===== config.mk =====
export PLATFORM = sky130hd
export DESIGN_NAME = lsu_stage
export DESIGN_NICKNAME = d
export VERILOG_FILES = /design/src/rtl/lsu_stage.sv
export SDC_FILE = /design/constraint.sdc
export NUM_CORES = 1
export LEC_CHECK = 0
export CAP_MARGIN = 20
export CORE_ASPECT_RATIO = 1.4
export CORE_MARGIN = 10
export CORE_UTILIZATION = 35
export CTS_CLUSTER_SIZE = 16
export DETAILED_ROUTE_END_ITERATION = 6
export PLACE_DENSITY = 0.67
export SYNTH_ARGS = -nofsm -noshare
export SYNTH_HDL_FRONTEND = slang
export SYNTH_SLANG_ARGS = --single-unit
export TNS_END_PERCENT = 1

===== constraint.sdc =====
create_clock -name clk -period 2.08 [get_ports clk]
set_input_delay 0.312 -clock clk [delete_from_list [all_inputs] [get_ports clk]]
set_output_delay 0.312 -clock clk [all_outputs]
set_load 0.02 [all_outputs]

===== src/rtl/lsu_stage.sv =====
// Load/store pipeline stage: takes one instruction from EX, performs at most one memory access, hands the result to WB.
// Latency: non-memory ops give to WB the cycle after accept; memory ops give the cycle after MEM_valid_i (or after TIMEOUT).
// Backpressure: one instruction in flight; MEM_EX_get_o is high only in IDLE, and WB holds all outputs until WB_MEM_get_i.
//
// Ports:
//   clk, resetn_i                    clock, synchronous active-low reset
//   EX_MEM_give_i / MEM_EX_get_o     EX handshake; EX_MEM_instr_i, EX_MEM_result_i (ALU result or byte address), EX_MEM_rs2_i (store data)
//   MEM_addr_o, MEM_data_o, MEM_be_o memory request: address, lane-aligned store data, byte enables
//   MEM_read_o / MEM_write_o         request strobes, held until MEM_valid_i or timeout
//   MEM_data_i, MEM_valid_i          memory response
//   MEM_WB_give_o / WB_MEM_get_i     WB handshake; MEM_WB_instr_o, MEM_WB_data_o, MEM_WB_err_o
//
// Build option: define LSU_MISALIGN_TRAP_EN to fault misaligned accesses instead of rounding the address down.
module lsu_stage #(
    parameter int BITSIZE = 32,
    parameter int TIMEOUT = 255
) (
    input  logic                 clk,
    input  logic                 resetn_i,
    input  logic                 EX_MEM_give_i,
    output logic                 MEM_EX_get_o,
    input  logic [31:0]          EX_MEM_instr_i,
    input  logic [BITSIZE-1:0]   EX_MEM_result_i,
    input  logic [BITSIZE-1:0]   EX_MEM_rs2_i,
    output logic [BITSIZE-1:0]   MEM_addr_o,
    output logic [BITSIZE-1:0]   MEM_data_o,
    output logic [BITSIZE/8-1:0] MEM_be_o,
    output logic                 MEM_read_o,
    output logic                 MEM_write_o,
    input  logic [BITSIZE-1:0]   MEM_data_i,
    input  logic                 MEM_valid_i,
    input  logic                 WB_MEM_get_i,
    output logic                 MEM_WB_give_o,
    output logic [31:0]          MEM_WB_instr_o,
    output logic [BITSIZE-1:0]   MEM_WB_data_o,
    output logic                 MEM_WB_err_o
);

    localparam int NB   = BITSIZE / 8;
    localparam int OFFW = $clog2(NB);
    // Counter only needs to reach TIMEOUT-1: the timeout fires on the edge that ends that cycle.
    localparam int CW   = (TIMEOUT < 2) ? 1 : $clog2(TIMEOUT);

    localparam logic [1:0] S_IDLE   = 2'd0;
    localparam logic [1:0] S_ACCESS = 2'd1;
    localparam logic [1:0] S_WB     = 2'd2;

    localparam logic [6:0] OP_LOAD  = 7'b0000011;
    localparam logic [6:0] OP_STORE = 7'b0100011;

    logic [1:0]    state;
    logic [CW-1:0] cnt;

    // Request decode from the EX inputs
    logic [6:0]         ex_op;
    logic [2:0]         ex_f3;
    logic               ex_is_mem;
    logic               size_illegal;
    logic               trap;
    logic [BITSIZE-1:0] size_m1;
    logic [BITSIZE-1:0] aligned_addr;
    logic [OFFW-1:0]    ex_off;
    logic [NB-1:0]      size_mask;
    logic [NB-1:0]      be_next;
    logic [BITSIZE-1:0] wdata_next;

    always_comb begin
        ex_op        = EX_MEM_instr_i[6:0];
        ex_f3        = EX_MEM_instr_i[14:12];
        ex_is_mem    = (ex_op == OP_LOAD) || (ex_op == OP_STORE);
        size_illegal = (ex_f3[1:0] == 2'b11) && (BITSIZE == 32);
        case (ex_f3[1:0])
            2'b00:   size_mask = NB'(8'h01);
            2'b01:   size_mask = NB'(8'h03);
            2'b10:   size_mask = NB'(8'h0F);
            default: size_mask = NB'(8'hFF);
        endcase
        size_m1      = (BITSIZE'(1) << ex_f3[1:0]) - BITSIZE'(1);
        // Rounding down is a no-op for aligned addresses, so the trap build can share it.
        aligned_addr = EX_MEM_result_i & ~size_m1;
        ex_off       = aligned_addr[OFFW-1:0];
        be_next      = size_mask << ex_off;
        wdata_next   = EX_MEM_rs2_i << {ex_off, 3'b000};
`ifdef LSU_MISALIGN_TRAP_EN
        trap         = size_illegal || (|(EX_MEM_result_i & size_m1));
`else
        trap         = size_illegal;
`endif
    end

    // Load data extraction; size and offset come from the held instruction and address
    logic [2:0]         acc_f3;
    logic [OFFW-1:0]    acc_off;
    logic [BITSIZE-1:0] rd_shift;
    logic [BITSIZE-1:0] rd_mask;
    logic               rd_sign;
    logic [BITSIZE-1:0] load_data;

    always_comb begin
        acc_f3   = MEM_WB_instr_o[14:12];
        acc_off  = MEM_addr_o[OFFW-1:0];
        rd_shift = MEM_data_i >> {acc_off, 3'b000};
        case (acc_f3[1:0])
            2'b00: begin
                rd_mask = BITSIZE'(64'h0000_0000_0000_00FF);
                rd_sign = rd_shift[7];
            end
            2'b01: begin
                rd_mask = BITSIZE'(64'h0000_0000_0000_FFFF);
                rd_sign = rd_shift[15];
            end
            2'b10: begin
                rd_mask = BITSIZE'(64'h0000_0000_FFFF_FFFF);
                rd_sign = rd_shift[31];
            end
            default: begin
                rd_mask = '1;
                rd_sign = rd_shift[BITSIZE-1];
            end
        endcase
        // funct3[2] selects zero extension
        load_data = (rd_shift & rd_mask) | ((rd_sign && !acc_f3[2]) ? ~rd_mask : '0);
    end

    assign MEM_EX_get_o = (state == S_IDLE);

    always_ff @(posedge clk) begin
        if (!resetn_i) begin
            state          <= S_IDLE;
            cnt            <= '0;
            MEM_addr_o     <= '0;
            MEM_data_o     <= '0;
            MEM_be_o       <= '0;
            MEM_read_o     <= 1'b0;
            MEM_write_o    <= 1'b0;
            MEM_WB_give_o  <= 1'b0;
            MEM_WB_instr_o <= '0;
            MEM_WB_data_o  <= '0;
            MEM_WB_err_o   <= 1'b0;
        end else begin
            case (state)
                S_IDLE: begin
                    if (EX_MEM_give_i) begin
                        MEM_WB_instr_o <= EX_MEM_instr_i;
                        if (!ex_is_mem) begin
                            MEM_WB_data_o <= EX_MEM_result_i;
                            MEM_WB_err_o  <= 1'b0;
                            MEM_WB_give_o <= 1'b1;
                            state         <= S_WB;
                        end else if (trap) begin
                            // Faulting access: report the offending address, touch no memory
                            MEM_WB_data_o <= EX_MEM_result_i;
                            MEM_WB_err_o  <= 1'b1;
                            MEM_WB_give_o <= 1'b1;
                            state         <= S_WB;
                        end else begin
                            MEM_addr_o  <= aligned_addr;
                            MEM_be_o    <= be_next;
                            MEM_data_o  <= wdata_next;
                            MEM_read_o  <= (ex_op == OP_LOAD);
                            MEM_write_o <= (ex_op == OP_STORE);
                            cnt         <= '0;
                            state       <= S_ACCESS;
                        end
                    end
                end
                S_ACCESS: begin
                    if (MEM_valid_i) begin
                        MEM_read_o    <= 1'b0;
                        MEM_write_o   <= 1'b0;
                        MEM_WB_data_o <= MEM_read_o ? load_data : '0;
                        MEM_WB_err_o  <= 1'b0;
                        MEM_WB_give_o <= 1'b1;
                        state         <= S_WB;
                    end else if (cnt == CW'(TIMEOUT - 1)) begin
                        // Abandon the access; a late MEM_valid_i lands in WB and is ignored there
                        MEM_read_o    <= 1'b0;
                        MEM_write_o   <= 1'b0;
                        MEM_WB_data_o <= '0;
                        MEM_WB_err_o  <= 1'b1;
                        MEM_WB_give_o <= 1'b1;
                        state         <= S_WB;
                    end else begin
                        cnt <= cnt + CW'(1);
                    end
                end
                S_WB: begin
                    if (WB_MEM_get_i) begin
                        MEM_WB_give_o <= 1'b0;
                        state         <= S_IDLE;
                    end
                end
                default: state <= S_IDLE;
            endcase
        end
    end

endmodule


After elaboration in Yosys (flattened, before gate mapping)
Index checks and enable logic that the tools add are counted.

Flip-flop bits (word level): 146. Input port bits: 133. Output and inout port bits: 137. Logic and storage cells: 99.

Add/subtract/negate cells: 2. Equality and inequality tests: 16. Shift-type cells: 4. Mux-type cells: 45. Bitwise gates (word level): 6. Reductions and logical operators: 15.

Operators by type and width (count): $mux W32 (7); $pmux W32 S2 (2); $and A32 B32 Y32 (2); $not A32 Y32 (2); $mux W8 (5); $or A32 B32 Y32 (1); $shl A1 B2 Y32 const A (1); $shl A32 B5 Y32 (1); $shr A32 B5 Y32 (1); $sub A32 B2 Y32 const B (1); $mux W1 (17); $pmux W8 S2 (1); $mux W2 (6); $ne A2 B2 Y1 const B (5); $reduce_and A5 Y1 (2); $add A8 B1 Y8 const B (1); $eq A8 B8 Y1 const B (1); $pmux W1 S2 (4); $pmux W4 S2 (1); $reduce_and A4 Y1 (2); $eq A7 B2 Y1 const B (1); $eq A7 B6 Y1 const B (1); $eq A2 B1 Y1 const B (3); $logic_not A2 Y1 (3); other kinds (16) (17).

Longest topological paths before layout
Gate-level depths: netlist of run 1.

Depth after elaboration: 8. Mapped depth: 8. Depth with buffers taken out: 7.

Least setup slack after synthesis of run 1
Ideal clock, no wire load.

Kind: register -> register. From: register MEM_addr_o[0]. To: register MEM_WB_data_o[24]. Library setup time: 70 ps. Arrival: 1744 ps. Data required time: 2010 ps. Slack: 266 ps. Cell stages (with the launch flop): 7. Path buffers: 2. Clock period less this slack: 1814 ps. Cells stage by stage: dfxtp_1 buf_2 mux2i_4 mux2i_1 o41a_2 buf_6 a21oi_1.

Word-level cells in the longest chain between the ends: 8. Elaborated cells on any way between the ends: 9. Those cells by class: shift (1); mux (5); bitwise (2); reduce/logical (1).

Ends and longest elaborated chain: start, declared (line 25) `output logic [BITSIZE-1:0] MEM_addr_o,`; start signal, assigned (line 157) `MEM_addr_o <= aligned_addr;`; $shr A32 B5 Y32 (*) (line 102) `rd_shift = MEM_data_i >> {acc_off, 3'b000};`; $pmux W1 S2 (line 103) `case (acc_f3[1:0])`; $logic_and A1 B1 Y1 (line 122) `load_data = (rd_shift & rd_mask) | ((rd_sign && !acc_f3[2]) ? ~rd_mask : '0);`; $mux W32 (line 122); $or A32 B32 Y32 (*) (line 122); $mux W32 (*) (line 171) `MEM_WB_data_o <= MEM_read_o ? load_data : '0;`; $mux W32 (*) (line 168) `if (MEM_valid_i) begin`; $pmux W32 S2 (*) (line 141) `case (state)`; end signal, assigned (line 146) `MEM_WB_data_o <= EX_MEM_result_i;`; end signal, assigned (line 152) `MEM_WB_data_o <= EX_MEM_result_i;`; end signal, assigned (line 171); end, declared (line 35) `output logic [BITSIZE-1:0] MEM_WB_data_o,`.

Mark *: on every way between the ends. The rest lies on a longest branch, timed or not. A chain may end at the register's enable or synchronous reset.

Worst setup path after layout of run 1
From: register MEM_addr_o[0]. To: output port MEM_addr_o[0].

No word-level cell between the ends.

==> flow_summary.yaml, run 1 <==
outcome:
  outcome: "finished, final reports clean"
synth:
  syn_inst: 800
  synth.cell_area_um2: 6710
  ys_warn_count: 0
  synth.distinct_cells: 52
  synthArstFlopShare: 0
  synth_edf_count: 0
  seq_area_frac_synth: 0.436
  ys_seq_elements: 146
  synth_fp_nets: 935
  synth_area_per_cell_um2: 8.38
  synth_flop_cell: "dfxtp_1"
cts:
  path_clk_slew_ns: 0.06
  clock-root-buffer: "clkbuf_16"
  numCtsBuffers: 17
  cts_tree: "yes"
  cts_sinks: 146
  clkLatencyLatePin_ns: 0.43
  cts_setup_buffers: 0
  htree_levels: 4
  cts_buffer_depth: 2
placed_design:
  portBuffers: 269
  dp_cells: 1308
  pre_cts_ws_ns: -0.192
  gp_congestion: 0.912
  dp_hpwl_um: 20900
sta:
  final.min_clock_period_ns: 2.02
  final-max-slew-violation-count: 0
  fin_crit_sh: 0.972
  clock_skew_ns: 0.00806
  max_freq_mhz: 494
  setup_slack_ns: 0.0574
  timing_hold_violations_final: 0
  setup_violations: 0
  whs_ns: 0.309
  slew-limit-headroom: 0.631
  worst_pin_slew_ns: 0.552
  rsz0062_at_grt: "true"
  timing.setup.tns_ns: 0
worst_setup_path:
  crit_slowest_cell: "clkdlybuf4s50_1"
  cpPeakStageDelay_ns: 0.65
  rr_startpoint: "state[0]$_SDFFE_PN0P_"
  crit_type: "reg2out"
  worstPathRequired_ns: 1.77
  reg2reg_slack_ns: 0.18
  crit_chain: "buf_12, clkdlybuf4s50_1"
  ff2ff_path_depth: 6
  crit_path_end_kind: "output pin"
  critPathArrivalTime_ns: 1.71
  regToRegEndpoint: "MEM_WB_err_o$_SDFFE_PN0P_"
  start_kind: "register"
  cp_max_fo: 18
run:
  max_cap_viol_count: 0
routing:
  vias_per_cell: 5.11
  first_iter_violations: 327
  drtAntennaViolNets: 0
  num_vias: 6853
  avgRoutedWirePerCell_um: 20.1
  drc_errors: 0
  firstDrtPassIters: 5
  drt-total-wl_um: 27000
min_path:
  min_to: "MEM_data_o[28]$_SDFFE_PN0P_"
  hold_path.class: "in2reg"
  min_from: "resetn_i"
  min_path_cells: 2
floorplan:
  rows: 59
  die_h_um: 184
  initial_utilization: 0.358
  die_w_um: 137
  io_pins: 270
  die-area_um2: 25200
  core_um2: 18800
pwr:
  p_leak_uw: 0.00391
  power_density_nw_per_um2: 716
  peakVddDrop_mv: 0.463
  total_power_uw: 7570
cells_and_area:
  final_cells: 1341
  synthToLayoutAreaGrowth_pct: 57.8
  drive_gt1_frac: 0.102
  final_net_count: 1218
global_route:
  grt_antenna_before_repair: 2
  grt.overflow.total: 0
  grt_pass1_vias: 6872
  grt_max_degree: 52
  grt.total_usage: 0.208
  grt_pass1_wl_um: 40300
## logic make-up (layout without fill, tap and decap cells)
kind of cell	after synthesis	in the layout	synth area share
other cells	0	1	0
simple gates	309	309	0.207
xor+xnor	3	3	0.00392
mux	48	48	0.0750
flops	146	146	0.436
buf+inv	78	374	0.0494
fa+ha+maj	2	2	0.00373
compound gates	214	214	0.225
## repair_timing
| action | CTS | global route |
|---|---|---|
| resized for setup | 3 | 2 |
| hold buffers | 0 | 0 |
| endpoints found under the setup margin | 3 | 7 |
| pin swaps | 0 | 1 |
| cloned | 0 | 0 |
## per-layer routing
metal	up-vias	GRT usage	wire, um
met2	246	0.373	13900
li1	3353	-	-
met4	2	0.0740	664
met1	3201	0.217	10000
met5	-	0	13
met3	51	0.0760	2380
## stage by stage
step           cell area [um^2]  utilization
4_1_cts                   10600        0.564
5_1_grt                   10600        0.564
2_1_floorplan              6710            -
3_5_place_dp               9950        0.530
6_report                  10600        0.564
3_3_place_gp               9950        0.530
## power by group
group          switching [uW]  internal [uW]
clock                    1240           2040
combinational             636            656
sequential               80.8           2920
total                    1950           5620
## layout make-up
cell class	count	area (um^2)
inverters	14	52.6
well taps	244	305
multi-input cells	576	3470
clock buffers	20	447
flip-flops and latches	146	2930
fillers	1786	8170
clock inverters	12	180
repair buffers	328	3200
diodes	1	2.50
## cells in the mapped netlist (all sizes together) (6+ instances only)
| library cell | instances | area share |
|---|---|---|
| nor2 | 32 | 0.018 |
| o221ai | 7 | 0.0091 |
| a221oi | 8 | 0.010 |
| nand3 | 31 | 0.023 |
| clkbuf | 41 | 0.023 |
| a22oi | 9 | 0.010 |
| nor2b | 12 | 0.011 |
| a32oi | 15 | 0.020 |
| nand2 | 193 | 0.11 |
| nor3b | 11 | 0.013 |
| o21ai | 35 | 0.026 |
| o211a | 10 | 0.015 |
| mux2i | 40 | 0.062 |
| a21oi | 36 | 0.027 |
| a21boi | 73 | 0.082 |
| inv | 14 | 0.0078 |
| and2 | 6 | 0.0056 |
| buf | 23 | 0.018 |
| dfxtp | 146 | 0.44 |
| mux2 | 8 | 0.013 |
| a211o | 8 | 0.010 |
## sequential cells by signal, indices dropped and copies added, names as in the netlist
register	cells
MEM_WB_data_o	32
MEM_WB_err_o	1
MEM_WB_give_o	1
MEM_WB_instr_o	32
MEM_addr_o	32
MEM_be_o	4
MEM_data_o	32
MEM_read_o	1
MEM_write_o	1
cnt	8
state	2
## how the worst max path moves through the flow
| stage | from | end |
|---|---|---|
| floorplan | MEM_addr_o[0]$_SDFFE_PN0P_ | MEM_WB_data_o[24]$_SDFFE_PN0P_ |
| global placement | EX_MEM_instr_i[13] | MEM_data_o[23]$_SDFFE_PN0P_ |
| detailed placement | EX_MEM_instr_i[13] | MEM_data_o[23]$_SDFFE_PN0P_ |
| CTS | MEM_addr_o[0]$_SDFFE_PN0P_ | MEM_addr_o[0] |
| global route | EX_MEM_instr_i[12] | MEM_WB_err_o$_SDFFE_PN0P_ |
| finish | MEM_addr_o[0]$_SDFFE_PN0P_ | MEM_addr_o[0] |
## layout by cell type, fill, tap and decap left out, drive strengths merged, types with 3 or more instances in the layout
cell / netlist / routed
clkbuf: 41 / 20
nor3: 5 / 5
nand2b: 4 / 4
a21oi: 36 / 36
nand2: 193 / 193
buf: 23 / 60
clkinv: 0 / 5
a211oi: 4 / 4
nand3b: 4 / 4
nor2: 32 / 32
dfxtp: 146 / 146
mux2i: 40 / 40
a22oi: 9 / 9
xnor2: 3 / 3
o22ai: 4 / 4
o21ai: 35 / 35
o221ai: 7 / 7
o211a: 10 / 10
and3: 3 / 3
and2: 6 / 6
inv: 14 / 15
nand3: 31 / 31
a211o: 8 / 8
a221oi: 8 / 8
mux2: 8 / 8
clkdlybuf4s50: 0 / 266
nor2b: 12 / 12
a21boi: 73 / 73
nor3b: 11 / 11
a32oi: 15 / 15
bufinv: 0 / 4
## critical path, delay by kind of cell (launching register included)
kind	cells	cell delay [ns]
flops	1	0.45
buf+inv	2	0.83
No activity file was read; power rests on OpenSTA's default activity.
==> run 2, diff against run 1 <==
--- a/config.mk
+++ b/config.mk
@@ -9,7 +9,7 @@
 export CORE_ASPECT_RATIO = 1.4
 export CORE_MARGIN = 10
 export CORE_UTILIZATION = 35
-export CTS_CLUSTER_SIZE = 16
+export CTS_CLUSTER_SIZE = 10
 export DETAILED_ROUTE_END_ITERATION = 6
 export PLACE_DENSITY = 0.67
 export SYNTH_ARGS = -nofsm -noshare
==> results of run 2 <==
Same layout as run 1: the final DEF is identical, and so are final timing and power.
==> run 3, diff against run 2 <==
--- a/config.mk
+++ b/config.mk
@@ -11,6 +11,7 @@
 export CORE_UTILIZATION = 35
 export CTS_CLUSTER_SIZE = 10
 export DETAILED_ROUTE_END_ITERATION = 6
+export GPL_ROUTABILITY_DRIVEN = 0
 export PLACE_DENSITY = 0.67
 export SYNTH_ARGS = -nofsm -noshare
 export SYNTH_HDL_FRONTEND = slang
==> results of run 3 <==
Same layout as run 1: the final DEF is identical, and so are final timing and power.
